[src/rtl/spi_trig_rx.sv]
// Passive SPI frame receiver: synchronizes SS_n/SCLK/MOSI, deserializes MSB first,
// and raises a one-cycle protocol trigger when a complete frame matches match/mask.
module spi_trig_rx #(
  parameter int unsigned SYNC_STAGES = 2
) (
  input  logic        clk,
  input  logic        rst,
  input  logic        SS_n,
  input  logic        SCLK,
  input  logic        MOSI,
  input  logic        pos_edge,
  input  logic        width8,
  input  logic [15:0] match,
  input  logic [15:0] mask,
  output logic        SPItrig,
  output logic        frame_done,
  output logic        frame_err,
  output logic [15:0] rx_data,
  output logic        busy
);

  typedef enum logic {IDLE, RX} state_t;

  state_t state, state_n;

  logic [SYNC_STAGES-1:0] ss_sync, sclk_sync, mosi_sync;
  logic ss_d, sclk_d, mosi_q;
  logic ss_rise_q, ss_fall_q, sclk_rise_q, sclk_fall_q;

  logic [15:0] shift, shift_n, rx_n, diff;
  logic [4:0]  cnt, cnt_n, exp_cnt;
  logic        trig_n, done_n, err_n, sample, hit;

  logic ss_s, sclk_s, mosi_s;
  assign ss_s   = ss_sync[SYNC_STAGES-1];
  assign sclk_s = sclk_sync[SYNC_STAGES-1];
  assign mosi_s = mosi_sync[SYNC_STAGES-1];

  // Edge flags are registered together with MOSI so the sampled bit stays aligned.
  always_ff @(posedge clk or posedge rst) begin
    if (rst) begin
      ss_sync     <= '0;
      ss_d        <= 1'b0;
      sclk_sync   <= '1;
      sclk_d      <= 1'b1;
      mosi_sync   <= '0;
      mosi_q      <= 1'b0;
      ss_rise_q   <= 1'b0;
      ss_fall_q   <= 1'b0;
      sclk_rise_q <= 1'b0;
      sclk_fall_q <= 1'b0;
    end else begin
      ss_sync     <= {ss_sync[SYNC_STAGES-2:0], SS_n};
      sclk_sync   <= {sclk_sync[SYNC_STAGES-2:0], SCLK};
      mosi_sync   <= {mosi_sync[SYNC_STAGES-2:0], MOSI};
      ss_d        <= ss_s;
      sclk_d      <= sclk_s;
      mosi_q      <= mosi_s;
      ss_rise_q   <= ss_s & ~ss_d;
      ss_fall_q   <= ~ss_s & ss_d;
      sclk_rise_q <= sclk_s & ~sclk_d;
      sclk_fall_q <= ~sclk_s & sclk_d;
    end
  end

  assign exp_cnt = width8 ? 5'd8 : 5'd16;
  assign diff    = (shift ^ match) & ~mask;
  assign hit     = width8 ? (diff[7:0] == 8'h00) : (diff == 16'h0000);
  assign sample  = pos_edge ? sclk_rise_q : sclk_fall_q;

  always_comb begin
    state_n = state;
    shift_n = shift;
    cnt_n   = cnt;
    rx_n    = rx_data;
    trig_n  = 1'b0;
    done_n  = 1'b0;
    err_n   = 1'b0;
    case (state)
      IDLE: begin
        if (ss_fall_q) begin
          shift_n = '0;
          cnt_n   = '0;
          state_n = RX;
        end
      end
      RX: begin
        // SS_n rise takes priority; a coincident SCLK edge is dropped.
        if (ss_rise_q) begin
          state_n = IDLE;
          if (cnt == exp_cnt) begin
            done_n = 1'b1;
            trig_n = hit;
            rx_n   = width8 ? {8'h00, shift[7:0]} : shift;
          end else begin
            err_n = 1'b1;
          end
        end else if (sample) begin
          shift_n = {shift[14:0], mosi_q};
          if (cnt != 5'd17) cnt_n = cnt + 5'd1;
        end
      end
      default: state_n = IDLE;
    endcase
  end

  always_ff @(posedge clk or posedge rst) begin
    if (rst) begin
      state      <= IDLE;
      shift      <= '0;
      cnt        <= '0;
      rx_data    <= '0;
      SPItrig    <= 1'b0;
      frame_done <= 1'b0;
      frame_err  <= 1'b0;
    end else begin
      state      <= state_n;
      shift      <= shift_n;
      cnt        <= cnt_n;
      rx_data    <= rx_n;
      SPItrig    <= trig_n;
      frame_done <= done_n;
      frame_err  <= err_n;
    end
  end

  assign busy = (state == RX);

endmodule
[config.mk]
export PLATFORM = sky130hd
export DESIGN_NAME = spi_trig_rx
export DESIGN_NICKNAME = d
export VERILOG_FILES = /design/src/rtl/spi_trig_rx.sv
export SDC_FILE = /design/constraint.sdc
export NUM_CORES = 1
export LEC_CHECK = 0
export BUFFER_PORTS_ARGS = -buffer_cell sky130_fd_sc_hd__buf_2
export CORE_ASPECT_RATIO = 0.75
export CORE_MARGIN = 3
export CORE_UTILIZATION = 40
export CTS_BUF_LIST = sky130_fd_sc_hd__clkbuf_16
export DETAILED_ROUTE_END_ITERATION = 7
export GPL_TIMING_DRIVEN = 0
export PLACE_DENSITY_LB_ADDON = 0.2
export SETUP_SLACK_MARGIN = 0.02
export SYNTH_ARGS = -nofsm -noshare
export SYNTH_HDL_FRONTEND = slang
export SYNTH_SLANG_ARGS = --single-unit
[constraint.sdc]
create_clock -name clk -period 2.3 [get_ports clk]
set_input_delay 0.115 -clock clk [delete_from_list [all_inputs] [get_ports clk]]
set_output_delay 0.115 -clock clk [all_outputs]
set_load 0.05 [all_outputs]
==> flow_summary.ini <==
[outcome]
status = finished, final reports clean

[placed_design]
gp_congestion = 0.7803
hpwl_um = 3560
numPortBuffers = 58

[synthesis]
avgSynthCellArea_um2 = 10.91
synth_edf_count = 0
yosysWarningCount = 0
synth_top_area_share_pct = 54.90
synth_area_leaders = dfrtp_1 55%, nand2_1 8.2%, xnor2_1 6.8%
syn_nets = 255
synth_cell_types = 33
syn_inst = 213
yosys.area.top_type = dfrtp_1
async_reset_ff_share_pct = 100.0
yosys_most_used_dff = dfrtp_1
yosysSeqAreaShare_pct = 58.29
ys_ff_latch = 54
synth_commonest_cells = 51 x dfrtp_1, 51 x nand2_1, 21 x o21ai_0
synth_area_um2 = 2325

[final_layout]
nFillCells = 497
register_area_um2 = 1355
multi_input_area_um2 = 905.9
n_antenna_cell = 0
drive_above_1_share_pct = 29.93
final_nets = 325
syn_to_final_growth_pct = 27.23

[floorplanning]
rows = 23
boundaryPins = 59
die_h_um = 72.02
dieArea_um2 = 6772
core_area_um2 = 5468
start_util_pct = 42.52
die_w_um = 94.03

[critical_path]
crit_type = reg -> reg
endpoint_kind = flip-flop
cp.arrival_ns = 1.95
reg2reg_slack_ns = 0.53
start_kind = flip-flop
cp_max_fo = 10
cp.required_ns = 2.48

[clock_tree]
clock_latency_ns = 0.29
cts_sinks = 54
cts_resized = 0
clock-root-buffer = clkbuf_16
cts_hold_buf = 4
cts_tree = done
clk_pin_slew_ns = 0.07
cts_buffers = 5
post_cts_buffers = 0
clk_path_buf_depth = 2
htree_levels = 2

[timing]
final.setup.tns_ns = 0
timing.hold.ws_ns = 0.3119
finalClockSkew_ns = 0.005606
fmax_ghz = 0.5637
rsz0062_at_grt = no
finalHoldViolCount = 0
layout_min_cycle_time_ns = 1.774
slew_viol_final = 0
fin_crit_sh_pct = 77.13
slew_headroom_pct = 66.67
setup_viol = 0
worst_pin_slew_ns = 0.4992

[detailed_routing]
wl_per_cell_um = 13.22
avgViaCountPerCell = 4.830
dr.pass1.iters = 5
first_iter_violations = 89
antenna_left = 0
routed_wl_um = 4745
vias = 1734
route.detailed.drc = 0

[job]
maxCapViolations = 0

[power_and_ir_drop]
ir_worst_vdd_mv = 0.3852
leakage_uw = 0.001393
p_total_uw = 2295
powerDensity_nw_per_um2 = 775.9

[global_routing]
grt_pass1_vias = 1696
antenna_found_initial = 0
grt_max_degree = 33
grt_pass1_wl_um = 8052
grt.overflow.total = 0
grtUsageTotal_pct = 15.13

[min_path]
hold_path.class = in -> reg
through the flow:
| stage | instance area, µm² | util [%] | setup WS (ns) | instances |
|---|---|---|---|---|
| after floorplan | 2325 | - | 0.6418 | 213 |
| after global placement | 2709 | 49.54 | 0.1712 | 346 |
| after detailed placement | 2729 | 49.91 | 0.5130 | 347 |
| after CTS | 2958 | 54.10 | 0.5083 | 359 |
| after global routing | 2958 | 54.10 | 0.4304 | 359 |
| final | 2958 | 54.10 | 0.5259 | 359 |
worst paths after layout:
check,endpoint,from,depth (start not counted)
max,rx_data[2],cnt[0],6
min,SPItrig,mask[6],4
min in group asynchronous,shift[3],rst,3
min reg2reg,ss_sync[1],ss_sync[0],0
max reg2reg,rx_data[2],cnt[0],6
max in group asynchronous,sclk_d,rst,4
worst max-delay path, stage by stage, from the launching register on:
cell and delay, ns:
dfrtp_1 0.44, inv_1 0.08, ha_1 0.15, nor2b_1 0.24, o2111ai_4 0.24, buf_6 0.23, mux2_4 0.29
final cells by class:
cell class | instances | share of cell area (%)
flip-flops and latches | 54 | 45.81
clock buffers | 5 | 4.230
clock inverters | 3 | 2.157
plain buffers | 8 | 1.396
repair buffers | 63 | 11.84
inverters | 6 | 0.7614
well taps | 75 | 3.173
multi-input cells | 145 | 30.63
routing by layer:
layer  vias to the layer above  global-route usage, %  part of all wire, %
met5                         -                      0                    0
met2                        60                  21.16                   39
met3                         4                  4.767                  8.7
li1                        863                      -                    -
met1                       807                  22.83                   51
met4                         0                  3.846                 0.78
registers in the layout, summed over array words and instances (netlist names), 2 cells and up:
signal,cells
rx_data,16
shift,16
cnt,5
mosi_sync,2
sclk_sync,2
ss_sync,2
layout by cell type (no fill, tap or decap), types with 2 or more instances in the layout:
| master | n |
|---|---|
| and3_1 | 2 |
| buf_2 | 61 |
| nor4_1 | 2 |
| inv_2 | 2 |
| dfstp_2 | 3 |
| dfrtp_1 | 51 |
| clkbuf_16 | 5 |
| ha_1 | 3 |
| nor2_1 | 2 |
| nand3_1 | 3 |
| inv_1 | 3 |
| xnor2_1 | 18 |
| nor2b_1 | 6 |
| nand2_1 | 51 |
| bufinv_16 | 2 |
| clkbuf_1 | 4 |
| mux2i_1 | 3 |
| o22ai_1 | 9 |
| mux2_2 | 5 |
| o21ai_1 | 6 |
| mux2_4 | 3 |
| dlygate4sd3_1 | 4 |
| clkinv_1 | 2 |
| o21ai_0 | 21 |
logic make-up after synthesis:
logic type	share of synthesized area, %
flip-flops	58.29
AND/OR/NAND/NOR	14.42
buffers and inverters	2.744
XOR/XNOR	6.781
multiplexers	5.651
adder cells (fa/ha/maj)	1.615
AO/OA/AOI/OAI	10.50
where the power goes:
part	switching (µW)	leakage (µW)	internal [µW]
Combinational	172	0.000580	126
Clock	318	0.0000915	620
Sequential	58.8	0.000721	1000
Total	549	0.00139	1750
Power figures use the tool's default switching activity.
